**src/rtl/uart_rx_fifo_pkg.sv**
```systemverilog
// Shared types for the UART receiver: FSM state encoding and the FIFO entry layout.
package uart_pkg;

    // Widest supported frame payload; narrower frames zero-fill the upper bits.
    localparam int MAX_DATA_BITS = 9;

    typedef enum logic [2:0] {
        IDLE,
        START,
        DATA,
        PARITY,
        STOP,
        BRK_WAIT
    } rx_state_t;

    typedef struct packed {
        logic                     frame_err;
        logic                     parity_err;
        logic [MAX_DATA_BITS-1:0] data;
    } rx_entry_t;

    localparam int ENTRY_W = $bits(rx_entry_t);

endpackage

```
**src/rtl/uart_rx_fifo_if.sv**
```systemverilog
// Consumer-side bus of the UART receiver: pop/clear controls and head-entry status.
interface uart_rx_fifo_if #(
    parameter int DATA_BITS  = 8,
    parameter int FIFO_DEPTH = 4
);
    localparam int CW = $clog2(FIFO_DEPTH) + 1;

    logic                 rd_en;
    logic                 clr_err;
    logic [DATA_BITS-1:0] rx_data;
    logic                 rdy;
    logic                 frame_err;
    logic                 parity_err;
    logic                 overrun;
    logic [CW-1:0]        fifo_cnt;

    // Consumer drives pops and error clears.
    modport master (
        output rd_en, clr_err,
        input  rx_data, rdy, frame_err, parity_err, overrun, fifo_cnt
    );

    // Receiver presents head entry and status.
    modport slave (
        input  rd_en, clr_err,
        output rx_data, rdy, frame_err, parity_err, overrun, fifo_cnt
    );

endinterface

```
**src/rtl/uart_rx_fifo_sync_fifo.sv**
```systemverilog
// Synchronous FIFO with registered first-word fall-through head.
// The head register only moves on a pop or when the FIFO fills from empty,
// so the output holds its last value while empty.
module sync_fifo #(
    parameter int WIDTH = 8,
    parameter int DEPTH = 4
) (
    input  logic                   clk,
    input  logic                   rst,
    input  logic                   i_wr_en,
    input  logic [WIDTH-1:0]       i_wr_data,
    input  logic                   i_rd_en,
    output logic [WIDTH-1:0]       o_rd_data,
    output logic                   o_full,
    output logic                   o_empty,
    output logic [$clog2(DEPTH):0] o_cnt
);
    localparam int AW = $clog2(DEPTH);
    localparam int CW = AW + 1;

    logic [WIDTH-1:0] r_mem [DEPTH];
    logic [AW-1:0]    r_wr_ptr;
    logic [AW-1:0]    r_rd_ptr;
    logic [CW-1:0]    r_cnt;
    logic [WIDTH-1:0] r_head;

    logic             w_pop;
    logic             w_push;
    logic [AW-1:0]    w_rd_ptr_nxt;
    logic [CW-1:0]    w_cnt_nxt;

    assign o_full  = (r_cnt == CW'(DEPTH));
    assign o_empty = (r_cnt == '0);
    assign o_cnt   = r_cnt;
    assign o_rd_data = r_head;

    // A write into a full FIFO is accepted only when a pop frees the slot in the same cycle.
    assign w_pop        = i_rd_en && !o_empty;
    assign w_push       = i_wr_en && (!o_full || w_pop);
    assign w_rd_ptr_nxt = w_pop ? r_rd_ptr + AW'(1) : r_rd_ptr;
    assign w_cnt_nxt    = r_cnt + CW'(w_push) - CW'(w_pop);

    // Storage array; contents need no reset since occupancy gates every read.
    always_ff @(posedge clk) begin
        if (w_push) r_mem[r_wr_ptr] <= i_wr_data;
    end

    // Pointers and occupancy; pointers wrap naturally at the power-of-2 depth.
    always_ff @(posedge clk) begin
        if (rst) begin
            r_wr_ptr <= '0;
            r_rd_ptr <= '0;
            r_cnt    <= '0;
        end else begin
            if (w_push) r_wr_ptr <= r_wr_ptr + AW'(1);
            r_rd_ptr <= w_rd_ptr_nxt;
            r_cnt    <= w_cnt_nxt;
        end
    end

    // Head register; bypass the write data when the new head is the slot being written.
    always_ff @(posedge clk) begin
        if (rst) begin
            r_head <= '0;
        end else if (w_cnt_nxt != '0 && (w_pop || o_empty)) begin
            r_head <= (w_push && r_wr_ptr == w_rd_ptr_nxt) ? i_wr_data : r_mem[w_rd_ptr_nxt];
        end
    end

endmodule

```
**src/rtl/uart_rx_fifo.sv**
```systemverilog
// UART receiver with oversampled mid-bit sampling, optional parity,
// break handling and a receive FIFO with sticky overrun.
module uart_rx_fifo
    import uart_pkg::*;
#(
    parameter int BAUD_DIV   = 5208,
    parameter int DATA_BITS  = 8,
    parameter int PARITY_EN  = 0,
    parameter int PARITY_ODD = 0,
    parameter int FIFO_DEPTH = 4
) (
    input  logic           clk,
    input  logic           rst,
    input  logic           RX,
    uart_rx_fifo_if.slave  bus
);
    localparam logic [15:0] BAUD_FULL = 16'(BAUD_DIV - 1);
    localparam logic [15:0] BAUD_HALF = 16'(BAUD_DIV / 2 - 1);

    rx_state_t            r_state;
    rx_state_t            w_state_nxt;
    logic                 r_rx_meta;
    logic                 r_rx_sync;
    logic [15:0]          r_baud_cnt;
    logic [3:0]           r_bit_cnt;
    logic [DATA_BITS-1:0] r_shift;
    logic                 r_par_err;
    logic                 r_overrun;

    logic                 w_sample;
    logic                 w_last_bit;
    logic                 w_par_calc;
    logic                 w_push;
    rx_entry_t            w_entry;
    rx_entry_t            w_head;
    logic                 w_full;
    logic                 w_empty;
    logic                 w_unused_head;

    // Samples land in the middle of each bit once the half-bit offset from the start edge is applied.
    assign w_sample   = (r_state == START || r_state == DATA || r_state == PARITY || r_state == STOP)
                        && (r_baud_cnt == '0);
    assign w_last_bit = (r_bit_cnt == 4'(DATA_BITS - 1));
    assign w_par_calc = (^r_shift) ^ r_rx_sync ^ PARITY_ODD[0];

    // Two-flop synchronizer for the asynchronous line; idles high.
    always_ff @(posedge clk) begin
        if (rst) begin
            r_rx_meta <= 1'b1;
            r_rx_sync <= 1'b1;
        end else begin
            r_rx_meta <= RX;
            r_rx_sync <= r_rx_meta;
        end
    end

    // FSM state register.
    always_ff @(posedge clk) begin
        if (rst) r_state <= IDLE;
        else     r_state <= w_state_nxt;
    end

    // Next-state and FIFO push decode.
    always_comb begin
        w_state_nxt = r_state;
        w_push      = 1'b0;
        w_entry     = '0;
        w_entry.data[DATA_BITS-1:0] = r_shift;
        w_entry.parity_err          = r_par_err;
        w_entry.frame_err           = ~r_rx_sync;
        case (r_state)
            IDLE:     if (!r_rx_sync) w_state_nxt = START;
            START:    if (w_sample) w_state_nxt = r_rx_sync ? IDLE : DATA;
            DATA:     if (w_sample && w_last_bit) w_state_nxt = (PARITY_EN != 0) ? PARITY : STOP;
            PARITY:   if (w_sample) w_state_nxt = STOP;
            STOP: begin
                if (w_sample) begin
                    w_push      = 1'b1;
                    w_state_nxt = r_rx_sync ? IDLE : BRK_WAIT;
                end
            end
            BRK_WAIT: if (r_rx_sync) w_state_nxt = IDLE;
            default:  w_state_nxt = IDLE;
        endcase
    end

    // Baud counter: half-bit load on the start edge, full-bit reload on every sample, frozen while idle.
    always_ff @(posedge clk) begin
        if (rst) begin
            r_baud_cnt <= '0;
        end else begin
            case (r_state)
                IDLE:                     if (!r_rx_sync) r_baud_cnt <= BAUD_HALF;
                START, DATA, PARITY, STOP: r_baud_cnt <= w_sample ? BAUD_FULL : r_baud_cnt - 16'd1;
                default:                  r_baud_cnt <= r_baud_cnt;
            endcase
        end
    end

    // Bit counter, LSB-first shift register and frame parity result.
    always_ff @(posedge clk) begin
        if (rst) begin
            r_bit_cnt <= '0;
            r_shift   <= '1;
            r_par_err <= 1'b0;
        end else if (w_sample) begin
            case (r_state)
                START: begin
                    r_bit_cnt <= '0;
                    r_par_err <= 1'b0;
                end
                DATA: begin
                    r_bit_cnt <= r_bit_cnt + 4'd1;
                    r_shift   <= {r_rx_sync, r_shift[DATA_BITS-1:1]};
                end
                PARITY:  r_par_err <= (PARITY_EN != 0) ? w_par_calc : 1'b0;
                default: r_bit_cnt <= r_bit_cnt;
            endcase
        end
    end

    // Sticky overrun: a frame dropped on a full FIFO without a same-cycle pop; set beats clear.
    always_ff @(posedge clk) begin
        if (rst)                                   r_overrun <= 1'b0;
        else if (w_push && w_full && !bus.rd_en)   r_overrun <= 1'b1;
        else if (bus.clr_err)                      r_overrun <= 1'b0;
    end

    sync_fifo #(
        .WIDTH (ENTRY_W),
        .DEPTH (FIFO_DEPTH)
    ) u_fifo (
        .clk       (clk),
        .rst       (rst),
        .i_wr_en   (w_push),
        .i_wr_data (w_entry),
        .i_rd_en   (bus.rd_en),
        .o_rd_data (w_head),
        .o_full    (w_full),
        .o_empty   (w_empty),
        .o_cnt     (bus.fifo_cnt)
    );

    // Padding bits of the entry beyond DATA_BITS are intentionally dropped.
    assign w_unused_head  = ^w_head;

    assign bus.rx_data    = w_head.data[DATA_BITS-1:0];
    assign bus.frame_err  = w_head.frame_err;
    assign bus.parity_err = w_head.parity_err;
    assign bus.rdy        = ~w_empty;
    assign bus.overrun    = r_overrun;

endmodule

```
**src/flat_wrapper.sv**
```systemverilog
// flat-port wrapper written by rule: the top's interface ports become plain ports
module uart_rx_fifo_flat import uart_pkg::*;
#(
    parameter int BAUD_DIV   = 5208,
    parameter int DATA_BITS  = 8,
    parameter int PARITY_EN  = 0,
    parameter int PARITY_ODD = 0,
    parameter int FIFO_DEPTH = 4
)
  (clk, rst, RX, bus_rd_en, bus_clr_err, bus_rx_data, bus_rdy, bus_frame_err, bus_parity_err, bus_overrun, bus_fifo_cnt);
  uart_rx_fifo_if #(.DATA_BITS(DATA_BITS), .FIFO_DEPTH(FIFO_DEPTH)) bus_i ();
  input  logic clk;
  input  logic rst;
  input  logic RX;
  input wire logic [$bits(bus_i.rd_en)-1:0] bus_rd_en;
  input wire logic [$bits(bus_i.clr_err)-1:0] bus_clr_err;
  output wire logic [$bits(bus_i.rx_data)-1:0] bus_rx_data;
  output wire logic [$bits(bus_i.rdy)-1:0] bus_rdy;
  output wire logic [$bits(bus_i.frame_err)-1:0] bus_frame_err;
  output wire logic [$bits(bus_i.parity_err)-1:0] bus_parity_err;
  output wire logic [$bits(bus_i.overrun)-1:0] bus_overrun;
  output wire logic [$bits(bus_i.fifo_cnt)-1:0] bus_fifo_cnt;
  assign bus_i.rd_en = bus_rd_en;
  assign bus_i.clr_err = bus_clr_err;
  assign bus_rx_data = bus_i.rx_data;
  assign bus_rdy = bus_i.rdy;
  assign bus_frame_err = bus_i.frame_err;
  assign bus_parity_err = bus_i.parity_err;
  assign bus_overrun = bus_i.overrun;
  assign bus_fifo_cnt = bus_i.fifo_cnt;
  uart_rx_fifo #(.BAUD_DIV(BAUD_DIV), .DATA_BITS(DATA_BITS), .PARITY_EN(PARITY_EN), .PARITY_ODD(PARITY_ODD), .FIFO_DEPTH(FIFO_DEPTH)) u_core (.clk(clk), .rst(rst), .RX(RX), .bus(bus_i));
endmodule
```
**config.mk**
```make
export PLATFORM = sky130hd
export DESIGN_NAME = uart_rx_fifo_flat
export DESIGN_NICKNAME = d
export VERILOG_FILES = /design/src/rtl/uart_rx_fifo_pkg.sv /design/src/rtl/uart_rx_fifo_if.sv /design/src/rtl/uart_rx_fifo_sync_fifo.sv /design/src/rtl/uart_rx_fifo.sv /design/src/flat_wrapper.sv
export SDC_FILE = /design/constraint.sdc
export NUM_CORES = 1
export LEC_CHECK = 0
export ABC_CLOCK_PERIOD_IN_PS = 5400
export CORE_UTILIZATION = 50
export CTS_CLUSTER_DIAMETER = 30
export DETAILED_ROUTE_END_ITERATION = 10
export MAX_ROUTING_LAYER = met4
export PLACE_DENSITY = 0.68
export SYNTH_ARGS = -nofsm -noshare
export SYNTH_HDL_FRONTEND = slang
export SYNTH_SLANG_ARGS = --single-unit
```
**constraint.sdc**
```tcl
create_clock -name clk -period 5.4 [get_ports clk]
set_input_delay 1.35 -clock clk [delete_from_list [all_inputs] [get_ports clk]]
set_output_delay 1.35 -clock clk [all_outputs]
set_load 0.02 [all_outputs]
```
==> run summary, run 1 <==
Largest net degree at the start of global routing -> 42
Initial antenna violation count -> 0
Layout Cells excl Fill -> 555
Final min period -> 4.55 ns
Gpl congestion -> 0.750
Kind of end point of the critical path -> register
Element type at the critical path start -> input pin
Worst R2R Path Depth -> 15
Slew @ Worst Pin -> 0.769 ns
Layout Nets -> 460
Post-synth EDFFs -> 36
Slowest CP cell -> nor2b_1
DR WL/cell -> 16.6 um
Sequential area share after synthesis -> 0.492
Final worst setup slack -> 0.850 ns
Yosys cell types -> 59
Post CTS Setup Buffer Count -> 0
DRC -> 0
Row count -> 33
Relative slew slack -> 0.487
Synth area leaders -> edfxtp_1 26%, dfxtp_1 24%, nor2_1 3.8%, o221ai_1 3.5%, nand2_1 3.1%
Biggest cell delay along the critical path -> 0.54 ns
Fillers -> 711
Hold crit path type -> reg -> reg
H-tree depth -> 3
Hold Slack -> 0.416 ns
Share of layout cells above drive strength 1 -> 0.0956
Post-Route WL -> 9210 um
Setup Skew -> 0.0111 ns
Post-synth top flop -> dfxtp_1
Peak VDD IR -> 0.148 mV
Syn Std Cell Area -> 4230 um^2
Via count -> 3299
Pre-CTS setup slack -> 0.506 ns
Total stage count of the critical path -> 15
Tot GR Track Use -> 0.231
CP Max Fanout -> 9
Status -> completed
RSZ-0062 raised after global routing -> false
Dpl cells -> 539
Global-route wire length before repair -> 15200 um
Commonest non-fill, non-tap cell in the layout -> dfxtp_1
Congestion Overflow GR -> 0
# Max-Cap Violations -> 0
Port Buffer Count -> 18
Sum Neg Setup Slack -> 0 ns
Synth area leader -> edfxtp_1
Synth async-reset ratio -> 0
CTS tree -> yes
Synth-to-Final Area Change -> 10.8%
Root Driver -> clkbuf_8
Most frequent cells in the layout -> 50 x dfxtp_1, 43 x nor2_1, 36 x edfxtp_1
Synth top area share -> 0.255
Min-Delay Path Depth -> 1
Die height -> 94.0 um
Number of synthesis warnings -> 0
CP Buf/Inv Count -> 3
Clk buf depth -> 2
Die width -> 94.0 um
Syn Nets -> 452
PostCTS Resize Cnt -> 0
Reg2Reg Setup Slack -> 1.13 ns
Critical path arrival -> 4.82 ns
Hold Vio Cnt, Final -> 0
CTS Hold Bufs -> 0
Yosys reg bits -> 86
Number of global-route vias before repair -> 3165
PwrDens -> 430 nW/um^2
Crit path max-delay family -> simple AND/OR/NAND/NOR gates
Die Area -> 8840 um^2
Clk_lat worst skew -> 0.36 ns
Avg Cell Area, Syn -> 9.69 um^2
Final period util -> 0.843
Clock buffer count from CTS -> 9
Gate count after technology mapping -> 437
CP required -> 5.67 ns
Vias per cell -> 5.94
Drt pass-1 iters -> 6
Core footprint -> 8220 um^2
Kind of critical path -> in -> reg
Critical path cell sequence -> clkdlybuf4s50_1, nor4b_1, nand3b_1, nor2_1, inv_1, ha_1, inv_1, ha_1, fa_1, xnor2_1, xnor2_1, o32ai_1, nor2b_1, nand2_1, o221ai_1
Final Setup Violations -> 0
Starting density of the core -> 0.515
# clock sinks -> 86
Clk pin slew, worst setup/hold paths -> 0.09 ns
Peak Freq -> 220 MHz
Ports -> 20
Final ANT Viol Nets -> 0
Leakage -> 0.00156 uW
Number of DRC markers in iteration 0 -> 135
Dpl hpwl -> 6070 um
Slew Viols, Final -> 0
Diodes inserted -> 0
## layout make-up
| class | instances | area (um^2) | share of cell area |
|---|---|---|---|
| Clock buffer | 9 | 124 | 0.0264 |
| Tap cell | 105 | 131 | 0.0280 |
| Sequential cell | 86 | 2080 | 0.444 |
| Multi-Input combinational cell | 311 | 1990 | 0.424 |
| Clock inverter | 7 | 96.3 | 0.0205 |
| Timing Repair Buffer | 23 | 218 | 0.0464 |
| Inverter | 14 | 52.6 | 0.0112 |
## per-layer routing
layer / vias up / track usage / part of all wire
li1: 1606 / - / -
met1: 1582 / 0.279 / 0.44
met2: 100 / 0.392 / 0.49
met3: 11 / 0.0316 / 0.049
met4: 0 / 0.0872 / 0.017
met5: - / - / 0
## power breakdown
part	switching [uW]	internal, uW
logic	438	304
registers	53.6	723
clock network	238	261
total	729	1290
## sequential cells by signal, indices dropped and copies added (netlist names)
name / cells
u_core.r_shift: 8
u_core.u_fifo.r_mem: 36
u_core.u_fifo.r_rd_ptr: 2
u_core.r_state: 3
u_core.u_fifo.r_wr_ptr: 2
u_core.r_bit_cnt: 4
u_core.r_rx_sync: 1
u_core.r_baud_cnt: 16
u_core.u_fifo.o_rd_data: 9
u_core.r_rx_meta: 1
u_core.bus.overrun: 1
u_core.u_fifo.o_cnt: 3
## kinds of logic after synthesis
| logic type | after synthesis | share of synthesized area |
|---|---|---|
| mux | 18 | 0.0452 |
| simple gates | 176 | 0.221 |
| buf+inv | 40 | 0.0384 |
| fa+ha+maj | 10 | 0.0313 |
| compound gates | 93 | 0.145 |
| xor+xnor | 13 | 0.0269 |
| other cells | 1 | 0.000886 |
| flops | 86 | 0.492 |
## synthesized netlist by cell type (10+ instances only)
| cell | instances |
|---|---|
| o21ai_0 | 17 |
| dfxtp_1 | 50 |
| nor3_1 | 26 |
| nor2_1 | 43 |
| nand3_1 | 13 |
| o221ai_1 | 17 |
| nor3b_1 | 10 |
| inv_1 | 12 |
| clkbuf_1 | 16 |
| o21ai_1 | 11 |
| a21oi_1 | 19 |
| nand2_1 | 35 |
| edfxtp_1 | 36 |
## path summary, 6_finish.rpt
| check | end | from |
|---|---|---|
| setup / recovery | u_core.u_fifo.o_rd_data[5] | bus_rd_en |
| setup reg to reg | u_core.u_fifo.o_rd_data[5] | u_core.r_baud_cnt[7] |
| hold reg to reg | u_core.r_rx_sync | u_core.r_rx_meta |
| hold / removal | u_core.r_rx_sync | u_core.r_rx_meta |
## through the flow
step                      power, uW  utilization  area, um^2
after floorplan                1330            -        4230
after global placement         1500        0.544        4470
after detailed placement       1530        0.544        4470
after CTS                      2030        0.571        4690
after global routing           2140        0.571        4690
final                          2020        0.571        4690
## worst register-to-register path: cells and delay by family, from the launching register on
kind,cells,cell delay (ns)
simple gates,6,2.10
fa+ha+maj,3,0.85
compound gates,2,0.48
flops,1,0.38
xor+xnor,2,0.29
buf+inv,2,0.11
(Power assumes the default switching activity.)
==> run 2, diff against run 1 <==
ABC_CLOCK_PERIOD_IN_PS = 4300   (was 5400)
clock period = 4.3 ns   (was 5.4 ns; I/O delays follow)
==> run 2 against run 1 <==
Net effect:
- routed wire length shrank 4.6%
- die area is the same
- critical path depth is the same
- combinational power grew 28%
- worst hold slack gained 0.00089 ns
- power grew 31%
- critical endpoint is now u_core.u_fifo.o_rd_data[10]
- largest cell class unchanged
==> run summary, run 2 (synthesized netlist as in run 1, its figures left out) <==
Layout Cells excl Fill -> 561 (was 555)
Final Setup Violations -> 0 (unchanged)
Core footprint -> 8220 um^2 (unchanged)
Hold Slack -> 0.417 ns (was 0.416 ns)
Element type at the critical path start -> register (was input pin)
Gpl congestion -> 0.804 (was 0.750)
Largest register FFs -> 36 (unchanged)
Reg2Reg Setup Slack -> 0.41 ns (was 1.13 ns)
Hold crit path type -> reg -> reg (unchanged)
Final min period -> 3.89 ns
Commonest non-fill, non-tap cell in the layout -> dfxtp_1 (unchanged)
Drt pass-1 iters -> 4 (was 6)
Starting density of the core -> 0.515 (unchanged)
Status -> completed (unchanged)
Most frequent cells in the layout -> 50 x dfxtp_1, 42 x nor2_1, 36 x edfxtp_1 (was 50 x dfxtp_1, 43 x nor2_1, 36 x edfxtp_1)
CP Max Fanout -> 9 (unchanged)
Dpl cells -> 545 (was 539)
Clk_lat worst skew -> 0.35 ns (was 0.36 ns)
Final ANT Viol Nets -> 0 (unchanged)
Port Buffer Count -> 18 (unchanged)
Dpl hpwl -> 6040 um (was 6070 um)
Number of global-route vias before repair -> 3053 (was 3165)
Crit Reg-Reg Endpoint -> u_core.u_fifo.o_rd_data[10] (was u_core.u_fifo.o_rd_data[5])
Pre-CTS setup slack -> -0.0625 ns (was 0.506 ns)
PwrDens -> 553 nW/um^2 (was 430 nW/um^2)
Peak Freq -> 257 MHz
Layout Nets -> 466 (was 460)
Leakage -> 0.00161 uW (was 0.00156 uW)
Via count -> 3265 (was 3299)
CTS tree -> yes (unchanged)
Share of layout cells above drive strength 1 -> 0.110 (was 0.0956)
Tot GR Track Use -> 0.221 (was 0.231)
Initial antenna violation count -> 0 (unchanged)
Clk pin slew, worst setup/hold paths -> 0.09 ns (about the same)
Synth-to-Final Area Change -> 13.0% (was 10.8%)
Vias per cell -> 5.82 (was 5.94)
Worst R2R Path Depth -> 15 (unchanged)
RSZ-0062 raised after global routing -> false (unchanged)
Global-route wire length before repair -> 14400 um (was 15200 um)
Number of DRC markers in iteration 0 -> 95 (was 135)
Ports -> 20 (unchanged)
CP endpoint -> u_core.u_fifo.o_rd_data[10] (was u_core.u_fifo.o_rd_data[5])
Kind of end point of the critical path -> register (unchanged)
Reg2reg start -> u_core.r_baud_cnt[7] (unchanged)
# Max-Cap Violations -> 0 (unchanged)
Die Area -> 8840 um^2 (unchanged)
Relative slew slack -> 0.501 (was 0.487)
Launch point of the worst path -> u_core.r_baud_cnt[7] (was bus_rd_en)
Post CTS Setup Buffer Count -> 0 (unchanged)
# clock sinks -> 86 (unchanged)
Placed cell area -> 4520 um^2 (was 4470 um^2)
Diodes inserted -> 0 (unchanged)
Setup Skew -> 0.0124 ns (was 0.0111 ns)
Peak VDD IR -> 0.223 mV (was 0.148 mV)
Die height -> 94.0 um (unchanged)
CP required -> 4.54 ns (was 5.67 ns)
Clock buffer count from CTS -> 9 (unchanged)
Row count -> 33 (unchanged)
Clk buf depth -> 2 (unchanged)
Largest net degree at the start of global routing -> 33 (was 42)
Final worst setup slack -> 0.409 ns (was 0.850 ns)
Die width -> 94.0 um (unchanged)
Final period util -> 0.905
Root Driver -> clkbuf_8 (unchanged)
Kind of critical path -> reg -> reg (was in -> reg)
Critical path arrival -> 4.13 ns (was 4.82 ns)
Hold Vio Cnt, Final -> 0 (unchanged)
Post-Route WL -> 8780 um (was 9210 um)
CTS Hold Bufs -> 0 (unchanged)
H-tree depth -> 3 (unchanged)
DRC -> 0 (unchanged)
Min-Delay Path Depth -> 1 (unchanged)
Congestion Overflow GR -> 0 (unchanged)
Slew @ Worst Pin -> 0.743 ns (was 0.769 ns)
Biggest register -> u_core.u_fifo.r_mem (unchanged)
DR WL/cell -> 15.6 um (was 16.6 um)
Design area -> 4780 um^2 (was 4690 um^2)
Slew Viols, Final -> 0 (unchanged)
run 2: critical path, cell delays in order, from the launching register on:
cell and delay [ns]:
dfxtp_1 0.38, nor4_4 0.45, nand2_1 0.17, or3_1 0.52, nor2_1 0.19, inv_1 0.06
ha_1 0.27, inv_1 0.03, ha_1 0.19, fa_1 0.37, xnor2_1 0.18, xnor2_1 0.17
o32ai_2 0.13, nor2b_1 0.15, buf_4 0.17, a221o_1 0.33
run 2: through the flow:
stage	total power (uW)	util	setup TNS, ns
6_report	2640	0.582	0
5_1_grt	2790	0.582	0
4_1_cts	2630	0.581	0
3_5_place_dp	1940	0.550	-0.109
3_3_place_gp	1910	0.550	0
2_1_floorplan	1670	-	0
run 2: report_power, final:
group	internal, uW	switching, uW
clock network	422	284
registers	908	76.3
logic	414	539
run 2: repair_timing:
action                                  4_1_cts  5_1_grt
endpoints found under the setup margin        0        6
hold endpoints to repair                      0        0
gates resized for setup                       0        2
run 2: how the worst min path moves through the flow:
stage                     start               end  slack, ns
3_3_place_gp   u_core.r_rx_meta  u_core.r_rx_sync       0.40
4_1_cts        u_core.r_rx_meta  u_core.r_rx_sync       0.43
2_1_floorplan  u_core.r_rx_meta  u_core.r_rx_sync       0.39
5_1_grt        u_core.r_rx_meta  u_core.r_rx_sync       0.45
3_5_place_dp   u_core.r_rx_meta  u_core.r_rx_sync       0.41
6_report       u_core.r_rx_meta  u_core.r_rx_sync       0.42
run 2: final cells by class:
type	count	area, um^2
Clock buffer	11	153
Clock inverter	5	103
Fill cell	718	3430
Inverter	14	52.6
Multi-Input combinational cell	311	2000
Sequential cell	86	2080
Tap cell	105	131
Timing Repair Buffer	29	263
run 2: routing by layer:
layer / global-route usage / up-vias / routed length (um)
met1: 0.274 / 1576 / 4070
met4: 0.105 / 0 / 159
met3: 0.0307 / 16 / 238
met5: - / - / 0
met2: 0.357 / 54 / 4310
li1: - / 1619 / -
==> run 3, diff against run 2 <==
==> constraint.sdc (replaced) <==
create_clock -name clk -period 4.3 [get_ports clk]
set_input_delay 0.43 -clock clk [delete_from_list [all_inputs] [get_ports clk]]
set_output_delay 0.43 -clock clk [all_outputs]
set_load 0.02 [all_outputs]
==> run 3 against run 2 <==
Net effect:
- routed wire length up 5.5%
- non-clock buffer count shrank 4
- highest routed layer unchanged
- power fell by 5.7%
- design area down 2.0%
- combinational power up 2.7%
- fmax down 2.3%
- clock power is 23% lower
- largest power group is now combinational logic
- sequential share of layout area increased by 0.88 points
==> run summary, run 3 (synthesized netlist as in run 1, its figures left out) <==
Slew @ Worst Pin -> 0.826 ns (was 0.743 ns)
Share of layout cells above drive strength 1 -> 0.106 (was 0.110)
Layout Cells excl Fill -> 557 (was 561)
Via count -> 3294 (was 3265)
Total stage count of the critical path -> 15 (unchanged)
H-tree depth -> 3 (unchanged)
Leakage -> 0.00155 uW (was 0.00161 uW)
Diodes inserted -> 0 (unchanged)
Element type at the critical path start -> register (unchanged)
Crit path max-delay family -> simple AND/OR/NAND/NOR gates (unchanged)
Fin util -> 0.571 (was 0.582)
Clock buffer count from CTS -> 9 (unchanged)
Gpl congestion -> 0.859 (was 0.804)
Design area -> 4690 um^2 (was 4780 um^2)
Biggest cell delay along the critical path -> 0.50 ns (was 0.52 ns)
CTS tree -> yes (unchanged)
Commonest non-fill, non-tap cell in the layout -> dfxtp_1 (unchanged)
Final worst setup slack -> 0.319 ns (was 0.409 ns)
Fillers -> 750 (was 718)
Vias per cell -> 5.91 (was 5.82)
Dpl hpwl -> 5970 um (was 6040 um)
Core footprint -> 8220 um^2 (unchanged)
Crit Reg-Reg Endpoint -> u_core.u_fifo.o_rd_data[10] (unchanged)
Final min period -> 3.98 ns (was 3.89 ns)
Biggest register -> u_core.u_fifo.r_mem (unchanged)
Peak VDD IR -> 0.213 mV (was 0.223 mV)
Setup Skew -> 0.0135 ns (was 0.0124 ns)
Hold Vio Cnt, Final -> 0 (unchanged)
Largest net degree at the start of global routing -> 38 (was 33)
Initial antenna violation count -> 0 (unchanged)
Final ANT Viol Nets -> 0 (unchanged)
Kind of end point of the critical path -> register (unchanged)
DRC -> 0 (unchanged)
Port Buffer Count -> 18 (unchanged)
Die width -> 94.0 um (unchanged)
Slowest CP cell -> or3_1 (unchanged)
Post-Route WL -> 9260 um (was 8780 um)
Drt pass-1 iters -> 4 (unchanged)
Clk buf depth -> 2 (unchanged)
CP Max Fanout -> 9 (unchanged)
Kind of critical path -> reg -> reg (unchanged)
Number of global-route vias before repair -> 3048 (was 3053)
Placed cell area -> 4490 um^2 (was 4520 um^2)
Hold crit path type -> reg -> reg (unchanged)
Launch point of the worst path -> u_core.r_baud_cnt[7] (unchanged)
Largest register FFs -> 36 (unchanged)
Status -> completed (unchanged)
Congestion Overflow GR -> 0 (unchanged)
DR WL/cell -> 16.6 um (was 15.6 um)
Clk_lat worst skew -> 0.36 ns (was 0.35 ns)
# clock sinks -> 86 (unchanged)
Number of DRC markers in iteration 0 -> 182 (was 95)
Reg2Reg Setup Slack -> 0.32 ns (was 0.41 ns)
Sum Neg Setup Slack -> 0 ns (unchanged)
Die height -> 94.0 um (unchanged)
Critical path arrival -> 4.24 ns (was 4.13 ns)
Layout Nets -> 462 (was 466)
CP Buf/Inv Count -> 3 (unchanged)
Die Area -> 8840 um^2 (unchanged)
Final period util -> 0.926 (was 0.905)
Pre-CTS setup slack -> 0.262 ns (was -0.0625 ns)
Synth-to-Final Area Change -> 10.7% (was 13.0%)
Root Driver -> clkbuf_8 (unchanged)
Peak Freq -> 251 MHz (was 257 MHz)
Slew Viols, Final -> 0 (unchanged)
Ports -> 20 (unchanged)
Global-route wire length before repair -> 14800 um (was 14400 um)
Most frequent cells in the layout -> 50 x dfxtp_1, 42 x nor2_1, 36 x edfxtp_1 (unchanged)
Relative slew slack -> 0.445 (was 0.501)
PwrDens -> 532 nW/um^2 (was 553 nW/um^2)
Row count -> 33 (unchanged)
CP required -> 4.55 ns (was 4.54 ns)
RSZ-0062 raised after global routing -> false (unchanged)
Critical path cell sequence -> nor4_4, nand2_1, or3_1, nor2_1, inv_1, ha_1, inv_1, ha_1, fa_1, xnor2_1, xnor2_1, o32ai_2, nor2b_1, buf_4, a221o_1 (unchanged)
Dpl cells -> 541 (was 545)
Starting density of the core -> 0.515 (unchanged)
Reg2reg start -> u_core.r_baud_cnt[7] (unchanged)
CP endpoint -> u_core.u_fifo.o_rd_data[10] (unchanged)
Tot GR Track Use -> 0.227 (was 0.221)
Final Setup Violations -> 0 (unchanged)
# Max-Cap Violations -> 0 (unchanged)
Min-Delay Path Depth -> 1 (unchanged)
Worst R2R Path Depth -> 15 (unchanged)
Clk pin slew, worst setup/hold paths -> 0.09 ns (about the same)
## run 3: cell types whose count changed in the layout (fill, tap and decap cells not counted)
cell and delta:
buf_4 -4, bufinv_16 -3, clkbuf_1 -1, clkbuf_16 -1, clkbuf_8 +1, clkinv_1 -1
clkinv_4 +2, clkinvlp_4 +2, inv_8 +1
## run 3: layout make-up
| type | instances | area (um^2) | area share |
|---|---|---|---|
| clock inverters | 6 | 52.6 | 0.0112 |
| clock buffers | 10 | 138 | 0.0294 |
| repair buffers | 25 | 233 | 0.0496 |
| inverters | 14 | 52.6 | 0.0112 |
| multi-input cells | 311 | 2000 | 0.426 |
| well taps | 105 | 131 | 0.0280 |
| flip-flops and latches | 86 | 2080 | 0.444 |
## run 3: worst min path at each step
stage	to	slack [ns]	start
floorplan	u_core.r_rx_sync	0.39	u_core.r_rx_meta
global placement	u_core.r_rx_sync	0.40	u_core.r_rx_meta
detailed placement	u_core.r_rx_sync	0.40	u_core.r_rx_meta
CTS	u_core.r_rx_sync	0.43	u_core.r_rx_meta
global route	u_core.r_rx_sync	0.47	u_core.r_rx_meta
finish	u_core.r_rx_sync	0.42	u_core.r_rx_meta
## run 3: layer usage
layer,GRT usage,share of wire
met3,0.0324,0.040
met1,0.265,0.45
met5,-,0
met2,0.391,0.49
met4,0.0949,0.019
## run 3: timing repair
item / 4_1_cts / 5_1_grt
buffers inserted: 0 / 0
endpoints found under the setup margin: 0 / 9
gates resized for setup: 0 / 2
hold buffers: 0 / 0
## run 3: through the flow
stage / total power (uW) / hold slack [ns]
floorplan: 1670 / 0.389
global placement: 1910 / 0.397
detailed placement: 1940 / 0.398
CTS: 2480 / 0.425
global route: 2630 / 0.466
finish: 2490 / 0.421
## run 3: power breakdown
part | switching (uW) | total [uW] | internal (uW)
logic | 569 | 979 | 409
registers | 60.9 | 969 | 908
clock network | 311 | 545 | 234
